### config.mk
export PLATFORM = sky130hd
export DESIGN_NAME = datapath_seq
export DESIGN_NICKNAME = d
export VERILOG_FILES = /design/src/rtl/datapath_seq_pkg.sv /design/src/rtl/instr_fifo.sv /design/src/rtl/datapath_seq.sv
export SDC_FILE = /design/constraint.sdc
export NUM_CORES = 1
export LEC_CHECK = 0
export BUFFER_PORTS_ARGS = -buffer_cell sky130_fd_sc_hd__buf_4
export CORE_ASPECT_RATIO = 1.1
export CORE_MARGIN = 3
export CORE_UTILIZATION = 25
export CTS_CLUSTER_DIAMETER = 100
export CTS_CLUSTER_SIZE = 30
export DETAILED_ROUTE_END_ITERATION = 12
export GPL_TIMING_DRIVEN = 0
export MAX_ROUTING_LAYER = met4
export SKIP_CTS_REPAIR_TIMING = 1
export SLEW_MARGIN = 5
export SYNTH_ARGS = -nofsm -noshare
export SYNTH_HDL_FRONTEND = slang
export SYNTH_SLANG_ARGS = --single-unit
### constraint.sdc
create_clock -name clk -period 2.1 [get_ports clk]
set_input_delay 0.21 -clock clk [delete_from_list [all_inputs] [get_ports clk]]
set_output_delay 0.21 -clock clk [all_outputs]
set_load 0.01 [all_outputs]
### src/rtl/datapath_seq_pkg.sv
// Shared definitions for the datapath instruction sequencer: ALU op codes,
// instruction field layout and FSM state encoding.
package datapath_seq_pkg;

  localparam int INSTR_W = 9;

  typedef enum logic [2:0] {
    OP_ADD = 3'd0,
    OP_SUB = 3'd1,
    OP_AND = 3'd2,
    OP_XOR = 3'd3
  } op_e;

  // Field order matches the encoding: [8:6] op, [5:4] rd, [3:2] rs1, [1:0] rs2.
  // op stays a raw 3-bit field so illegal encodings can be carried and flagged.
  typedef struct packed {
    logic [2:0] op;
    logic [1:0] rd;
    logic [1:0] rs1;
    logic [1:0] rs2;
  } instr_t;

  typedef enum logic [1:0] {
    ST_IDLE  = 2'd0,
    ST_SETUP = 2'd1,
    ST_WRITE = 2'd2
  } state_e;

  function automatic logic op_legal(input logic [2:0] op);
    return op <= 3'(OP_XOR);
  endfunction

endpackage

### src/rtl/instr_fifo.sv
// DEPTH x W synchronous FIFO with occupancy count; DEPTH must be a power of two
// so the pointers wrap naturally.
module instr_fifo #(
  parameter int DEPTH = 4,
  parameter int W     = 9
) (
  input  logic                     clk,
  input  logic                     rst,
  input  logic                     push_i,
  input  logic [W-1:0]             data_i,
  input  logic                     pop_i,
  output logic [W-1:0]             data_o,
  output logic [$clog2(DEPTH):0]   level_o,
  output logic                     empty_o
);
  localparam int AW = $clog2(DEPTH);
  localparam int LW = AW + 1;

  logic [W-1:0]  mem_q [DEPTH];
  logic [AW-1:0] wptr_q, rptr_q;
  logic [LW-1:0] level_q;
  logic          full, push_ok, pop_ok;

  assign full    = (level_q == LW'(DEPTH));
  assign empty_o = (level_q == '0);
  assign push_ok = push_i && !full;
  assign pop_ok  = pop_i && !empty_o;
  assign data_o  = mem_q[rptr_q];
  assign level_o = level_q;

  // Storage needs no reset; only pointers and count define validity.
  always_ff @(posedge clk) begin
    if (push_ok) mem_q[wptr_q] <= data_i;
  end

  always_ff @(posedge clk or posedge rst) begin
    if (rst) begin
      wptr_q  <= '0;
      rptr_q  <= '0;
      level_q <= '0;
    end else begin
      if (push_ok) wptr_q <= wptr_q + AW'(1);
      if (pop_ok)  rptr_q <= rptr_q + AW'(1);
      case ({push_ok, pop_ok})
        2'b10:   level_q <= level_q + LW'(1);
        2'b01:   level_q <= level_q - LW'(1);
        default: level_q <= level_q;
      endcase
    end
  end

endmodule

### src/rtl/datapath_seq.sv
// Instruction sequencer: buffers instructions and drives the datapath with a
// SETUP (wr=0) then WRITE (wr=1) cycle per instruction, all outputs registered.
module datapath_seq
  import datapath_seq_pkg::*;
#(
  parameter int DEPTH = 4,
  parameter int CNT_W = 16
) (
  input  logic                   clk,
  input  logic                   rst,
  input  logic                   in_valid,
  output logic                   in_ready,
  input  logic [INSTR_W-1:0]     in_instr,
  output logic [1:0]             addr1,
  output logic [1:0]             addr2,
  output logic [1:0]             addr3,
  output logic [2:0]             alucontrol,
  output logic                   wr,
  output logic                   busy,
  output logic                   retire,
  output logic                   err,
  output logic [CNT_W-1:0]       retired_cnt,
  output logic [$clog2(DEPTH):0] level
);
  localparam int LW = $clog2(DEPTH) + 1;

  state_e             state_q;
  instr_t             instr_q, head;
  logic               wr_q, retire_q, err_q;
  logic [CNT_W-1:0]   cnt_q, cnt_d;
  logic [INSTR_W-1:0] fifo_dout;
  logic [LW-1:0]      fifo_level;
  logic               fifo_empty, push, pop;

  assign in_ready = (fifo_level != LW'(DEPTH));
  assign push     = in_valid && in_ready;
  // Pop only in states that hand off to SETUP, so WRITE chains straight into the next SETUP.
  assign pop      = !fifo_empty && (state_q == ST_IDLE || state_q == ST_WRITE);
  assign head     = instr_t'(fifo_dout);
  assign cnt_d    = cnt_q + CNT_W'(1);

  instr_fifo #(.DEPTH(DEPTH), .W(INSTR_W)) u_fifo (
    .clk     (clk),
    .rst     (rst),
    .push_i  (push),
    .data_i  (in_instr),
    .pop_i   (pop),
    .data_o  (fifo_dout),
    .level_o (fifo_level),
    .empty_o (fifo_empty)
  );

  always_ff @(posedge clk or posedge rst) begin
    if (rst) begin
      state_q  <= ST_IDLE;
      instr_q  <= '0;
      wr_q     <= 1'b0;
      retire_q <= 1'b0;
      err_q    <= 1'b0;
      cnt_q    <= '0;
    end else begin
      case (state_q)
        ST_IDLE: begin
          wr_q     <= 1'b0;
          retire_q <= 1'b0;
          if (!fifo_empty) begin
            instr_q <= head;
            state_q <= ST_SETUP;
          end
        end
        ST_SETUP: begin
          wr_q     <= op_legal(instr_q.op);
          retire_q <= op_legal(instr_q.op);
          state_q  <= ST_WRITE;
        end
        ST_WRITE: begin
          wr_q     <= 1'b0;
          retire_q <= 1'b0;
          if (op_legal(instr_q.op)) cnt_q <= cnt_d;
          else                      err_q <= 1'b1;
          if (!fifo_empty) begin
            instr_q <= head;
            state_q <= ST_SETUP;
          end else begin
            state_q <= ST_IDLE;
          end
        end
        default: begin
          wr_q     <= 1'b0;
          retire_q <= 1'b0;
          state_q  <= ST_IDLE;
        end
      endcase
    end
  end

  assign addr1       = instr_q.rs1;
  assign addr2       = instr_q.rs2;
  assign addr3       = instr_q.rd;
  assign alucontrol  = instr_q.op;
  assign wr          = wr_q;
  assign retire      = retire_q;
  assign err         = err_q;
  assign retired_cnt = cnt_q;
  assign level       = fifo_level;
  assign busy        = (state_q != ST_IDLE) || !fifo_empty;

endmodule

==> impl_metrics.json <==
{
  "status": "finished, final reports clean",
  "clockBufferDepth": 2,
  "htree_levels": 3,
  "via_per_inst": 4.152,
  "r2r_slack_ns": 0.13,
  "relSlewSlack": 0.4526,
  "irDropWorstVdd_uv": 628.5,
  "drc": 0,
  "clock_latency_ns": 0.33,
  "hold_violations": 0,
  "max_slew.worst_pin.slew_ns": 0.8199,
  "syn_inst": 176,
  "io_pins": 45,
  "power_leakage_nw": 1.499,
  "worst_clock_skew_ns": 0.008642,
  "antenna_found_initial": 0,
  "worstPathRequired_ns": 2.35,
  "dieHeight_um": 118.6,
  "worstPathMaxFanout": 6,
  "port_buffers": 44,
  "syn_area_mm2": 0.002879,
  "gp_congestion": 0.7239,
  "max_cap_viol_count": 0,
  "antenna_cells": 0,
  "ff2ff_path_depth": 10,
  "synthDistinctLibCells": 26,
  "start_util": 0.2603,
  "drive_above_1_share": 0.4215,
  "yosys_warnings": 0,
  "fin_ws_ns": 0.1346,
  "r2r_end": "u_fifo.level_o[2]$_DFFE_PP0P_",
  "fp.dieW_um": 108.3,
  "critPathLaunchType": "register",
  "worstPathCellList": "inv_4 > nand3_4 > and2_4 > inv_1 > ha_1 > inv_1 > fa_1 > xor2_1 > nor2_1 > xor2_1",
  "hold_path.class": "input port to asynchronous set/reset pin",
  "setup_violations": 0,
  "root_buffer": "clkbuf_16",
  "drt_first_iter_violations": 104,
  "period_minus_slack_ns": 1.965,
  "synth_area_per_cell_um2": 16.36,
  "clock-sinks": 72,
  "cp_slowest_cell": "dfrtp_2",
  "synth-seq-cells": 72,
  "layout_common_cells": "51 x buf_4, 36 x edfxtp_1, 35 x dfrtp_1",
  "period_share": 0.9359,
  "dieArea_mm2": 0.01284,
  "grt_util_all_layers": 0.09429,
  "core_area_mm2": 0.01106,
  "final_max_slew_viol_count": 0,
  "grt_max_degree": 37,
  "tns_ns": 0,
  "fp-row-count": 40,
  "avgRoutedWirePerCell_um": 13.67,
  "path_clk_slew_ns": 0.06,
  "grt_pass1_wl_um": 8873,
  "cts_buffers": 9,
  "slowest_delay_ns": 0.45,
  "layout_commonest_cell": "buf_4",
  "dp_hpwl_um": 3532,
  "cp.arrival_ns": 2.22,
  "dr.pass1.iters": 4,
  "cts_tree": "built",
  "r2r-start": "u_fifo.level_o[0]$_DFFE_PP0P_",
  "drt_wl_total_um": 5319,
  "worstPathBufferInverterCount": 3,
  "path_delay_family": "adder cells",
  "end_kind": "register",
  "gr-total-overflow": 0,
  "nNetsFinal": 256,
  "nFillCells": 1066,
  "powerDensity_mw_per_mm2": 1407,
  "area_growth_pct": 30.55,
  "post-place-ws_ns": -0.1957,
  "criticalPathCategory": "register to register",
  "grt_pass1_vias": 1663,
  "max_freq_ghz": 0.5088,
  "seq_area_frac_synth": 0.6884,
  "ant_nets": 0,
  "via_count": 1615,
  "syn_nets": 195
}
cells by family (layout without fill, tap and decap cells):
family	Yosys count	count (layout)	share of synthesized area
buf+inv	13	79	0.01912
fa+ha+maj	7	7	0.03303
flops	72	72	0.6884
xor+xnor	21	21	0.06389
simple gates	41	41	0.07562
mux	21	21	0.1169
compound gates	1	1	0.003043
registers in the layout (all words and copies together), names as in the netlist:
name            count
retire              1
addr3               2
addr1               2
alucontrol          3
state_q             2
u_fifo.rptr_q       2
addr2               2
u_fifo.mem_q       36
u_fifo.level_o      3
retired_cnt        16
u_fifo.wptr_q       2
err                 1
area by class of cell:
cell class                 count  area [um^2]  share of cell area
sequential                    72         1983              0.5276
buffer                         4        27.53            0.007324
clock buffer                  10        239.0             0.06358
multi-input combinational     91        864.6              0.2300
tap                          147        183.9             0.04893
inverter                       9        36.28            0.009654
timing repair buffer          50        375.4             0.09987
clock inverter                 6        48.80             0.01298
routing by layer:
metal,vias to the layer above,GRT usage,part of all wire
met3,5,0.03878,0.058
li1,760,-,-
met5,-,-,0
met4,0,0.02841,0.0070
met1,811,0.1096,0.42
met2,39,0.1493,0.51
how the worst max path moves through the flow:
stage	start	to	depth (start not counted)
floorplan	u_fifo.level_o[1]$_DFFE_PP0P_	u_fifo.level_o[2]$_DFFE_PP0P_	10
global placement	u_fifo.level_o[2]$_DFFE_PP0P_	u_fifo.level_o[2]$_DFFE_PP0P_	9
detailed placement	u_fifo.level_o[2]$_DFFE_PP0P_	u_fifo.level_o[2]$_DFFE_PP0P_	9
CTS	u_fifo.level_o[2]$_DFFE_PP0P_	u_fifo.level_o[2]$_DFFE_PP0P_	9
global route	u_fifo.level_o[0]$_DFFE_PP0P_	u_fifo.level_o[2]$_DFFE_PP0P_	10
finish	u_fifo.level_o[0]$_DFFE_PP0P_	u_fifo.level_o[2]$_DFFE_PP0P_	10
where the power goes:
group	total (W)	internal, W	switching (W)
Clock	0.00144	0.000845	0.000590
Combinational	0.00172	0.000944	0.000778
Sequential	0.00213	0.00189	0.000243
synth_stat cells:
library cell | n | area [um^2]
nand4_1 | 5 | 31.28
and2_1 | 1 | 6.260
a31o_2 | 1 | 8.760
inv_1 | 9 | 33.78
mux4_2 | 9 | 202.7
fa_1 | 1 | 20.02
nand2_1 | 8 | 30.03
nor2_2 | 1 | 6.260
or2_4 | 1 | 8.760
xor2_1 | 3 | 26.28
clkbuf_1 | 1 | 3.750
dfrtp_1 | 36 | 900.9
nor3b_1 | 1 | 7.510
buf_4 | 1 | 7.510
edfxtp_1 | 36 | 1081
nor2_1 | 8 | 30.03
buf_2 | 2 | 10.01
xnor2_1 | 18 | 157.7
mux2i_1 | 1 | 10.01
ha_1 | 6 | 75.07
mux2_2 | 11 | 123.9
or3b_4 | 1 | 11.26
and3_1 | 4 | 25.02
nor2_4 | 1 | 11.26
nor3_1 | 3 | 15.01
nand3_1 | 7 | 35.03
per-stage QoR:
step	hold slack, ns	power (W)	util	area (um^2)	std cells
global placement	0.4116	0.003729	0.3068	3393	367
detailed placement	0.4171	0.003777	0.3068	3393	367
CTS	0.06802	0.005242	0.3328	3681	383
finish	0.05524	0.005290	0.3398	3759	389
floorplan	0.3089	0.003161	-	2879	176
global route	0.06474	0.005655	0.3398	3759	389
(Power assumes the default switching activity.)
